**src/rtl/seg7_scan_driver_if.sv**
```systemverilog
// Display-driver bus: load port with shadow data/masks in, scanned segment/anode pins and status out.
// Latency: n/a (wiring only).
// Backpressure: none; load is a fire-and-forget strobe, pending reports commit status.
interface seg7_scan_driver_if #(
    parameter int DIGITS = 4
);
    logic                  load;
    logic [4*DIGITS-1:0]   data;
    logic [DIGITS-1:0]     blank_mask;
    logic [DIGITS-1:0]     blink_mask;
    logic [6:0]            seg;
    logic [DIGITS-1:0]     an;
    logic                  pending;
    logic                  frame_tick;

    modport master (
        output load, data, blank_mask, blink_mask,
        input  seg, an, pending, frame_tick
    );

    modport slave (
        input  load, data, blank_mask, blink_mask,
        output seg, an, pending, frame_tick
    );
endinterface

```
**src/rtl/seg7_scan_driver.sv**
```systemverilog
// Time-multiplexed hex display driver with per-digit blank/blink and frame-boundary commit.
// Latency: seg/an registered, 1 cycle behind the scan index; loads commit at the next frame_tick.
// Backpressure: none; a load before commit overwrites the shadow, pending shows it is waiting.
module seg7_scan_driver #(
    parameter int DIGITS       = 4,
    parameter int SCAN_DIV     = 50000,
    parameter int BLINK_FRAMES = 64,
    parameter bit ACTIVE_LOW   = 1'b1
) (
    input  logic               clk,
    input  logic               rst,
    seg7_scan_driver_if.slave  bus
);
    localparam int PW = $clog2(SCAN_DIV);
    localparam int IW = (DIGITS > 1) ? $clog2(DIGITS) : 1;
    localparam int FW = (BLINK_FRAMES > 1) ? $clog2(BLINK_FRAMES) : 1;
    localparam logic [6:0]        SEG_OFF = ACTIVE_LOW ? 7'h7F : 7'h00;
    localparam logic [DIGITS-1:0] AN_OFF  = ACTIVE_LOW ? {DIGITS{1'b1}} : {DIGITS{1'b0}};

    typedef enum logic {ST_RESET, ST_SCAN} state_t;

    typedef struct packed {
        logic [4*DIGITS-1:0] value;
        logic [DIGITS-1:0]   blank;
        logic [DIGITS-1:0]   blink;
    } disp_t;

    state_t            state;
    logic [PW-1:0]     presc;
    logic [IW-1:0]     idx;
    logic [FW-1:0]     frame_cnt;
    logic              blink_phase;
    disp_t             shadow;
    disp_t             shown;
    logic              pending_q;
    logic [6:0]        seg_q;
    logic [DIGITS-1:0] an_q;

    logic              presc_tc;
    logic              last_digit;
    logic              frame_tick_w;
    logic              commit;
    logic [3:0]        nib;
    logic              dark;
    logic [6:0]        seg_on;
    logic [DIGITS-1:0] an_hot;
    logic [6:0]        seg_nx;
    logic [DIGITS-1:0] an_nx;

    function automatic logic [6:0] decode(input logic [3:0] n);
        logic [6:0] s;
        case (n)
            4'h0: s = 7'h3F;
            4'h1: s = 7'h06;
            4'h2: s = 7'h5B;
            4'h3: s = 7'h4F;
            4'h4: s = 7'h66;
            4'h5: s = 7'h6D;
            4'h6: s = 7'h7D;
            4'h7: s = 7'h07;
            4'h8: s = 7'h7F;
            4'h9: s = 7'h6F;
            4'hA: s = 7'h77;
            4'hB: s = 7'h7C;
            4'hC: s = 7'h39;
            4'hD: s = 7'h5E;
            4'hE: s = 7'h79;
            default: s = 7'h71;
        endcase
        return s;
    endfunction

    assign presc_tc     = (presc == PW'(SCAN_DIV - 1));
    assign last_digit   = (idx == IW'(DIGITS - 1));
    assign frame_tick_w = (state == ST_SCAN) && presc_tc && last_digit;
    assign commit       = frame_tick_w && pending_q;

    always_comb begin
        nib    = shown.value[{idx, 2'b00} +: 4];
        dark   = shown.blank[idx] | (shown.blink[idx] & blink_phase);
        seg_on = dark ? 7'h00 : decode(nib);
        an_hot = DIGITS'(1) << idx;
        seg_nx = ACTIVE_LOW ? ~seg_on : seg_on;
        an_nx  = ACTIVE_LOW ? ~an_hot : an_hot;
    end

    always_ff @(posedge clk) begin
        if (rst) begin
            state       <= ST_RESET;
            presc       <= '0;
            idx         <= '0;
            frame_cnt   <= '0;
            blink_phase <= 1'b0;
            shadow      <= '0;
            shown       <= '0;
            pending_q   <= 1'b0;
            seg_q       <= SEG_OFF;
            an_q        <= AN_OFF;
        end else begin
            // A load coinciding with a commit keeps pending: the old shadow goes out, the new one waits.
            if (bus.load) begin
                shadow    <= '{value: bus.data, blank: bus.blank_mask, blink: bus.blink_mask};
                pending_q <= 1'b1;
            end else if (commit) begin
                pending_q <= 1'b0;
            end
            if (commit) begin
                shown <= shadow;
            end

            case (state)
                ST_RESET: begin
                    state <= ST_SCAN;
                    seg_q <= SEG_OFF;
                    an_q  <= AN_OFF;
                end
                ST_SCAN: begin
                    seg_q <= seg_nx;
                    an_q  <= an_nx;
                    if (presc_tc) begin
                        presc <= '0;
                        if (last_digit) begin
                            idx <= '0;
                            if (frame_cnt == FW'(BLINK_FRAMES - 1)) begin
                                frame_cnt   <= '0;
                                blink_phase <= ~blink_phase;
                            end else begin
                                frame_cnt <= frame_cnt + 1'b1;
                            end
                        end else begin
                            idx <= idx + 1'b1;
                        end
                    end else begin
                        presc <= presc + 1'b1;
                    end
                end
                default: state <= ST_RESET;
            endcase
        end
    end

    assign bus.seg        = seg_q;
    assign bus.an         = an_q;
    assign bus.pending    = pending_q;
    assign bus.frame_tick = frame_tick_w;
endmodule

```
**src/flat_wrapper.sv**
```systemverilog
// flat-port wrapper written by rule: the top's interface ports become plain ports
module seg7_scan_driver_flat 
#(
    parameter int DIGITS       = 4,
    parameter int SCAN_DIV     = 50000,
    parameter int BLINK_FRAMES = 64,
    parameter bit ACTIVE_LOW   = 1'b1
)
  (clk, rst, bus_load, bus_data, bus_blank_mask, bus_blink_mask, bus_seg, bus_an, bus_pending, bus_frame_tick);
  seg7_scan_driver_if #(.DIGITS(DIGITS)) bus_i ();
  input  logic clk;
  input  logic rst;
  input wire logic [$bits(bus_i.load)-1:0] bus_load;
  input wire logic [$bits(bus_i.data)-1:0] bus_data;
  input wire logic [$bits(bus_i.blank_mask)-1:0] bus_blank_mask;
  input wire logic [$bits(bus_i.blink_mask)-1:0] bus_blink_mask;
  output wire logic [$bits(bus_i.seg)-1:0] bus_seg;
  output wire logic [$bits(bus_i.an)-1:0] bus_an;
  output wire logic [$bits(bus_i.pending)-1:0] bus_pending;
  output wire logic [$bits(bus_i.frame_tick)-1:0] bus_frame_tick;
  assign bus_i.load = bus_load;
  assign bus_i.data = bus_data;
  assign bus_i.blank_mask = bus_blank_mask;
  assign bus_i.blink_mask = bus_blink_mask;
  assign bus_seg = bus_i.seg;
  assign bus_an = bus_i.an;
  assign bus_pending = bus_i.pending;
  assign bus_frame_tick = bus_i.frame_tick;
  seg7_scan_driver #(.DIGITS(DIGITS), .SCAN_DIV(SCAN_DIV), .BLINK_FRAMES(BLINK_FRAMES), .ACTIVE_LOW(ACTIVE_LOW)) u_core (.clk(clk), .rst(rst), .bus(bus_i));
endmodule
```
**config.mk**
```make
export PLATFORM = sky130hd
export DESIGN_NAME = seg7_scan_driver_flat
export DESIGN_NICKNAME = d
export VERILOG_FILES = /design/src/rtl/seg7_scan_driver_if.sv /design/src/rtl/seg7_scan_driver.sv /design/src/flat_wrapper.sv
export SDC_FILE = /design/constraint.sdc
export NUM_CORES = 1
export LEC_CHECK = 0
export ABC_CLOCK_PERIOD_IN_PS = 1700
export BUFFER_PORTS_ARGS = -buffer_cell sky130_fd_sc_hd__buf_2
export CORE_ASPECT_RATIO = 0.7
export CORE_UTILIZATION = 52
export DETAILED_ROUTE_END_ITERATION = 7
export PLACE_DENSITY = 0.79
export SETUP_SLACK_MARGIN = 0.05
export SYNTH_ARGS = -nofsm -noshare
export SYNTH_HDL_FRONTEND = slang
export SYNTH_SLANG_ARGS = --single-unit
```
**constraint.sdc**
```tcl
create_clock -name clk -period 1.7 [get_ports clk]
set_input_delay 0.34 -clock clk [delete_from_list [all_inputs] [get_ports clk]]
set_output_delay 0.34 -clock clk [all_outputs]
set_load 0.03 [all_outputs]
```
Word level (Yosys, flattened, before mapping)
Memory sizes are Yosys's and may differ from the RTL's.
Index checks and enable logic that the tools add are counted.
Word-level totals
  register bits: 86
  bits in read-only memories: 112
  bits of input ports: 27
  output and inout port bits: 13
  logic and storage cells: 50
  memories kept: 1
Operators by class
  $add $sub $neg: 3
  order comparisons: 1
  equality and inequality tests: 3
  shift-type cells: 2
  mux-type cells: 13
  bitwise logic cells: 6
  reductions and logical operators: 7
Memory list
  (name not given): depth 16, bits a word 7, read ports 1, clocked after memory_dff 0, write ports 0, RTL line seg7_scan_driver.sv:52  | case (n)
Operators with widths (count)
  $add 16x1->16 const B: 1
  $eq 16x16->1 const B: 1
  $mux 16: 1
  $shiftx 16x5->4: 1
  $pmux 7 s2: 1
  $pmux 4 s2: 1
  $mux 7: 1
  $not 7->7: 1
  $add 6x1->6 const B: 1
  $eq 6x6->1 const B: 1
  $mux 6: 1
  $mux 1: 5
  $bmux 1 s2: 2
  $not 4->4: 1
  $reduce_and 4->1: 1
  $shl 1x2->4 const A: 1
  $logic_and 1x1->1: 3
  $lt 2x3->1 const B: 1
  $reduce_and 3->1: 1
  $add 2x1->2 const B: 1
  $eq 2x2->1 const B: 1
  $mux 2: 1
  $not 1->1: 2
  $reduce_and 2->1: 1
  other kinds (3): 3

Depth between registers and ports, before layout
Gate-level depths: netlist of the first run.
  depth in word-level cells: 7
  gate-level depth with buffers: 8
  gate-level depth less buffers: 7

Least setup slack after synthesis of the first run
Ideal clock, no wire load.
  path kind: register -> register
  start: reg u_core.presc[0]
  end: reg u_core.pending_q (netlist: u_core.bus.pending)
  library setup time: 0.115 ns
  arrival: 1.749 ns
  data required time: 1.585 ns
  slack: -0.164 ns
  cell stages (with the launch flop): 7
  buffers on the path: 0
  clock period less this slack: 1.864 ns
  cells stage by stage: dfxtp_1 ha_1 and4_2 nand2_1 nor2_1 nor2_1 o21a_1
On the way
  longest elaborated chain between the ends: 5
RTL lines
  start: declaration: RTL line seg7_scan_driver.sv:29  | logic [PW-1:0] presc;
  start signal: assignment: RTL line seg7_scan_driver.sv:134  | presc <= presc + 1'b1;
  $eq 16x16->1: RTL line seg7_scan_driver.sv:73  | assign presc_tc = (presc == PW'(SCAN_DIV - 1));
  $logic_and 1x1->1 (2 in series): RTL line seg7_scan_driver.sv:75  | assign frame_tick_w = (state == ST_SCAN) && presc_tc && last_digit;
  net bus_frame_tick: RTL line flat_wrapper.sv:20  | output wire logic [$bits(bus_i.frame_tick)-1:0] bus_frame_tick;
  $logic_and 1x1->1: RTL line seg7_scan_driver.sv:76  | assign commit = frame_tick_w && pending_q;
  $reduce_bool 2->1 (no line)
  end signal: assignment: RTL line seg7_scan_driver.sv:96  | pending_q <= 1'b0;
  end signal: assignment: RTL line seg7_scan_driver.sv:103  | pending_q <= 1'b1;
  end signal: assignment: RTL line seg7_scan_driver.sv:105  | pending_q <= 1'b0;
  end: declaration: RTL line seg7_scan_driver.sv:35  | logic pending_q;
The timed path passes the listed nets, and every way through them passes these cells.
A chain may end at the register's enable or synchronous reset.

Worst setup path after layout of the first run
  start: reg u_core.idx[0]
  end: reg u_core.seg_q[0] (netlist: u_core.bus.seg[0])
On the way
  longest elaborated chain between the ends: 7
  elaborated cells between the ends (all ways): 11
  those cells by class: shift: 1; mux: 6; bitwise: 3; memory: 1
RTL lines
  start: declaration: RTL line seg7_scan_driver.sv:30  | logic [IW-1:0] idx;
  start signal: assignment: RTL line seg7_scan_driver.sv:131  | idx <= idx + 1'b1;
  branches (longest 4 deep; another with $mem_v2 16x7)
  $mux 7 *: RTL line seg7_scan_driver.sv:81  | seg_on = dark ? 7'h00 : decode(nib);
  $not 7->7 *: RTL line seg7_scan_driver.sv:83  | seg_nx = ACTIVE_LOW ? ~seg_on : seg_on;
  $pmux 7 s2 *: RTL line seg7_scan_driver.sv:111  | case (state)
  end signal: assignment: RTL line seg7_scan_driver.sv:118  | seg_q <= seg_nx;
  end: declaration: RTL line seg7_scan_driver.sv:36  | logic [6:0] seg_q;
Mark *: on every way between the ends. The select of a mux whose other input is x is not followed.

==> metrics.txt, run 1 <==
Worst Path Arrival 2.14 ns; Final nets 519; Post-Synth Simple-Gate Area 0.191; Site Rows 25; DP Area 4310 µm²; Seq pwr share 0.550; number of DRC markers in iteration 0 194; post-synthesis register bit count 86; synthesis-to-finish area growth 39.5%; first-pass iteration count of the detailed router 4; DRT Wirelength 10.2 mm; chip width 103 µm; main flop type after synthesis dfxtp_1; clk_skew 0.0102 ns; Routed wire per std cell 17.7 µm; Worst setup SP type flip-flop; initial antenna violation count 0; Tot Pwr 3.80 mW; Post-synth EDFFs 0; Seq/Total Area, Yosys 0.464; setup_tns -3.11 ns; Reg clk slew, reported paths 0.10 ns; CP Class flip-flop to flip-flop; CTS tree done; reg-to-reg setup timing slack -0.19 ns; Congestion Overflow GR 0; Pint 2.82 mW; failing checks negative setup slack; Avg Vias per Cell 5.46; Clock Root Buffer clkbuf_8; largest family of logic cells by synthesized area simple AND/OR/NAND/NOR gates; Post-Syn Area per Cell 9.68 µm²; H-tree depth 3; cts hold-fix bufs 0; Clock Sinks 86; post-synthesis cell count 383; area of the mapped netlist 3710 µm²; class of the worst hold path primary input to flip-flop; boundary pin count 40; DIE AREA 7480 µm²; Yosys top cell by area dfxtp_1; Final Instance Area 5170 µm²; Psw 0.988 mW; Critical Path RT 1.95 ns; xor and xnor area share after synthesis 0.0449; post-synthesis mux area share 0.161; CP delay by family, top multiplexers; unique cell type count in the Yosys netlist 46; Sw Share 0.260; final worst slack -0.186 ns; Lkg Pwr 2.08 nW; pwr/cell area 736 nW/µm²; later-pin clock latency in the skew report 0.37 ns; Final Max Slew Viols 0; global-route wire length before repair 15.6 mm; syn nets 422; max_cap viols 0; minimum clock period 1.89 ns; number of global-route vias before repair 3,133; CP max-delay cell mux4_2; buffer depth of the longest clock path 2; RePlAce Congestion 0.807; Core Region 6820 µm²; Total GRT Usage 0.279; DRC viols 0; Tcrit/Tclk final 1.11; adder-cell share of the synthesized area 0.0405; ANT nets after route 0; Initial Util 0.544; run status complete, but fails checks; CP Capture Type flip-flop; setup violators final 32; worst rel slew slack 0.718; cts bufs inserted 9; compound-cell area share of the yosys netlist 0.0634; largest net degree at the start of global routing 36; Synth top area share 0.464; Critical Path, Cell by Cell mux4_2 -> ha_4 -> inv_4 -> a211oi_1 -> o21bai_1 -> a21oi_1 -> o21ai_1; commonest cells in the netlist dfxtp_1 (86), nor2_1 (81), mux2i_1 (54); antenna cells 0; clock power share 0.390; Least-Margin Pin Slew 0.415 ns; RSZ-0062 raised after global routing yes; FMAX 530 MHz; Comb power frac 0.060; post-DP HPWL 5.94 mm; vias post-DR 3,160; Synthesis Warnings 0; Crit Path Max Fanout 3; layout cell share with drive strength beyond 1 0.381; maximum VDD drop 0.000626 V; I/O Buffers 39; most frequent cell after synthesis dfxtp_1; Synth async-reset ratio 0; synth top area cells dfxtp_1 (46%), mux2i_1 (15%), nor2_1 (8.2%); Die Span Y 72.6 µm; Fin. Hold Viols 0; Crit path largest cell delay 0.61 ns; Buf+Inv Stages, Crit Path 1
## sequential cells by signal (all words and copies together), names as in the netlist
register / flops
u_core.blink_phase: 1
u_core.frame_cnt: 6
u_core.state: 1
u_core.bus.pending: 1
u_core.idx: 2
u_core.shown: 24
u_core.bus.seg: 7
u_core.bus.an: 4
u_core.presc: 16
u_core.shadow: 24
## stage by stage
stage | utilization | cells | hold WS [ns] | setup WS [ns]
global placement | 0.632 | 538 | 0.473 | 0.0238
CTS | 0.728 | 576 | 0.187 | -0.147
global route | 0.758 | 579 | 0.197 | -0.238
floorplan | - | 383 | 0.455 | -0.00818
detailed placement | 0.632 | 538 | 0.487 | -0.0990
finish | 0.758 | 579 | 0.202 | -0.186
## final cells by class
cell class / instances / area [µm²]
Sequential cell: 86 / 1740
Clock inverter: 6 / 56.3
Tap cell: 94 / 118
Timing Repair Buffer: 103 / 833
Inverter: 9 / 41.3
Fill cell: 433 / 1650
Clock buffer: 10 / 149
Multi-Input combinational cell: 271 / 2230
## power groups by stage
stage	logic, mW	registers, mW	clock network [mW]
after floorplan	0.113	2.15	0
after global routing	0.246	2.10	1.60
after global placement	0.198	2.14	0
after CTS	0.217	2.09	1.49
final	0.227	2.09	1.48
after detailed placement	0.205	2.14	0
## tightest hold or removal path: cells and delay by family
kind / cells / cell delay, ns
AND/OR/NAND/NOR: 1 / 0.07
buffers and inverters: 1 / 0.07
multiplexers: 1 / 0.06
## placed cells by master (no fill, tap or decap), types with 7 or more instances in the layout
| cell | Yosys | final |
|---|---|---|
| dfxtp_1 | 86 | 78 |
| nor2_1 | 81 | 76 |
| mux2i_1 | 54 | 47 |
| buf_4 | 1 | 47 |
| buf_2 | 4 | 38 |
| nand2_1 | 30 | 26 |
| xnor2_1 | 14 | 14 |
| a21oi_1 | 14 | 11 |
| buf_6 | 0 | 10 |
| clkbuf_8 | 0 | 9 |
| nand3_1 | 8 | 7 |
| ha_4 | 0 | 7 |
## layer usage
metal | GRT usage | share of wire | up-vias
li1 | - | - | 1515
met1 | 0.359 | 0.43 | 1548
met2 | 0.457 | 0.51 | 83
met3 | 0.0766 | 0.051 | 14
met4 | 0.0876 | 0.012 | 0
met5 | 0 | 0 | -
## what timing repair did
action	CTS	global route
gates cloned	3	0
gates resized for setup	53	36
pin swaps	22	18
hold endpoints to repair	0	0
setup endpoints to repair	39	43
buffers inserted	19	3
## cell families (layout without fill, tap and decap cells)
| kind of cell | count (synthesis) | in the layout |
|---|---|---|
| muxes | 57 | 57 |
| DFF | 86 | 86 |
| buffers and inverters | 26 | 128 |
| and+or+nand+nor | 146 | 146 |
| adders and majority gates | 12 | 12 |
| AOI/OAI and AO/OA | 37 | 37 |
| xor gates and xnor gates | 19 | 19 |
## final timing paths
| path | end | start | cells after the start |
|---|---|---|---|
| worst max register to register | u_core.bus.seg[0] | u_core.idx[0] | 7 |
| worst min register to register | u_core.shadow[16] | u_core.shadow[16] | 2 |
| worst min-delay path | u_core.shadow[16] | bus_data[8] | 3 |
| worst max-delay path | u_core.bus.seg[0] | u_core.idx[0] | 7 |
Power figures use the tool's default switching activity.
==> inputs of run 2 (changes only) <==
--- a/config.mk
+++ b/config.mk
@@ -5,13 +5,14 @@
 export SDC_FILE = /design/constraint.sdc
 export NUM_CORES = 1
 export LEC_CHECK = 0
-export ABC_CLOCK_PERIOD_IN_PS = 1700
+export ABC_CLOCK_PERIOD_IN_PS = 2100
 export BUFFER_PORTS_ARGS = -buffer_cell sky130_fd_sc_hd__buf_2
 export CORE_ASPECT_RATIO = 0.7
-export CORE_UTILIZATION = 52
+export CORE_UTILIZATION = 58
 export DETAILED_ROUTE_END_ITERATION = 7
-export PLACE_DENSITY = 0.79
+export PLACE_DENSITY = 0.83
 export SETUP_SLACK_MARGIN = 0.05
+export SLEW_MARGIN = 40
 export SYNTH_ARGS = -nofsm -noshare
 export SYNTH_HDL_FRONTEND = slang
 export SYNTH_SLANG_ARGS = --single-unit
==> constraint.sdc (replaced) <==
create_clock -name clk -period 2.1 [get_ports clk]
set_input_delay 0.42 -clock clk [delete_from_list [all_inputs] [get_ports clk]]
set_output_delay 0.42 -clock clk [all_outputs]
set_load 0.03 [all_outputs]
==> metrics.txt, run 2 (synthesis gave the netlist of run 1 again) <==
run status finished, final reports clean; DRC viols 0; largest registers u_core.shadow (24), u_core.shown (24), u_core.presc (16); cts hold-fix bufs 0; commonest non-fill, non-tap cell in the layout dfxtp_1; CP Capture Type output pin; RSZ-0062 raised after global routing no; vias post-DR 2,787; antenna cells 0; Avg Vias per Cell 5.44; clk_skew 0.00852 ns; Psw 0.730 mW; setup violators final 0; initial antenna violation count 0; Fin. Hold Viols 0; class of the worst hold path primary input to flip-flop; RePlAce Congestion 0.863; Tcrit/Tclk final 0.944; Final Instance Area 4280 µm²; cts bufs inserted 9; Pint 2.34 mW; minimum clock period 1.98 ns; maximum VDD drop 0.000634 V; global-route wire length before repair 11.8 mm; synthesis-to-finish area growth 15.4%; later-pin clock latency in the skew report 0.36 ns; most frequent cells in the layout dfxtp_1 (82), nor2_1 (80), mux2i_1 (54); number of DRC markers in iteration 0 105; Sw Share 0.238; ANT nets after route 0; max_cap viols 0; Core Region 5930 µm²; Clock Sinks 86; Seq pwr share 0.553; Worst Path Arrival 1.56 ns; I/O Buffers 39; Crit Path Max Fanout 7; largest net degree at the start of global routing 34; CP Class flip-flop to output pin; Die Span Y 68.9 µm; FMAX 505 MHz; Least-Margin Pin Slew 0.638 ns; chip width 97.6 µm; boundary pin count 40; Reg clk slew, reported paths 0.09 ns; Routed wire per std cell 14.0 µm; Site Rows 23; Clock Root Buffer clkbuf_8; Congestion Overflow GR 0; Critical Path RT 1.68 ns; DIE AREA 6720 µm²; DP Area 4030 µm²; setup_tns 0 ns; Lkg Pwr 1.68 nW; Worst setup SP type flip-flop; Final Max Slew Viols 0; Final nets 471; first-pass iteration count of the detailed router 5; layout cell share with drive strength beyond 1 0.206; worst rel slew slack 0.563; clock power share 0.395; buffer depth of the longest clock path 2; Comb power frac 0.052; pwr/cell area 717 nW/µm²; DRT Wirelength 7.19 mm; Initial Util 0.625; H-tree depth 3; number of global-route vias before repair 2,576; post-DP HPWL 5.10 mm; CTS tree done; Total GRT Usage 0.229
## run 2: changes by cell type in the layout (fill, tap and decap cells not counted), sizes merged
cell      change
buf          -48
inv           -2
clkinv        +2
bufinv        +1
clkinvlp      -1
## run 2: layout make-up
type	instances	area [µm²]
well taps	75	93.8
clock inverters	6	73.8
fillers	426	1650
clock buffers	10	138
inverters	9	33.8
flip-flops and latches	86	1730
repair buffers	55	338
multi-input cells	271	1880
## run 2: routing by layer
metal | GRT usage | share of wire | up-vias
met5 | 0 | 0 | -
met4 | 0.0956 | 0.012 | 0
met3 | 0.0696 | 0.048 | 9
met2 | 0.363 | 0.45 | 72
met1 | 0.297 | 0.50 | 1279
li1 | - | - | 1427
## run 2: power groups by stage
stage                     clock network (mW)  registers, mW  logic, mW
after detailed placement                   0           1.73      0.158
after global routing                    1.31           1.70      0.174
after floorplan                            0           1.74     0.0899
after CTS                               1.23           1.70      0.160
after global placement                     0           1.73      0.152
final                                   1.21           1.70      0.159
## run 2: critical path, cell delays in order, from the launching register on
cell and delay, ns:
dfxtp_2 0.37, ha_2 0.21, and4_4 0.28, nand2_4 0.10
nor2_4 0.11, buf_6 0.14
## run 2: timing repair
item,in CTS,in global routing
setup endpoints to repair,1,3
pin swaps,0,1
resized for setup,9,4
setup buffers,0,1
## run 2: worst paths after layout
| kind | slack (ns) | startpoint | cells past startpoint | to |
|---|---|---|---|---|
| max | 0.12 | u_core.presc[0] | 5 | bus_frame_tick |
| min | 0.29 | bus_blank_mask[3] | 3 | u_core.shadow[7] |
| max reg2reg | 0.21 | u_core.idx[0] | 7 | u_core.bus.seg[0] |
| min reg2reg | 0.50 | u_core.shown[16] | 2 | u_core.shown[16] |
## run 2: stage by stage
step                cells  utilization  hold WS, ns  setup WS, ns  total power, mW
detailed placement    495        0.679        0.486         0.192             1.89
finish                512        0.722        0.289         0.119             3.07
global route          512        0.722        0.278        0.0459             3.18
floorplan             383            -        0.455         0.184             1.83
CTS                   511        0.719        0.281        0.0577             3.09
global placement      495        0.679        0.467         0.222             1.88
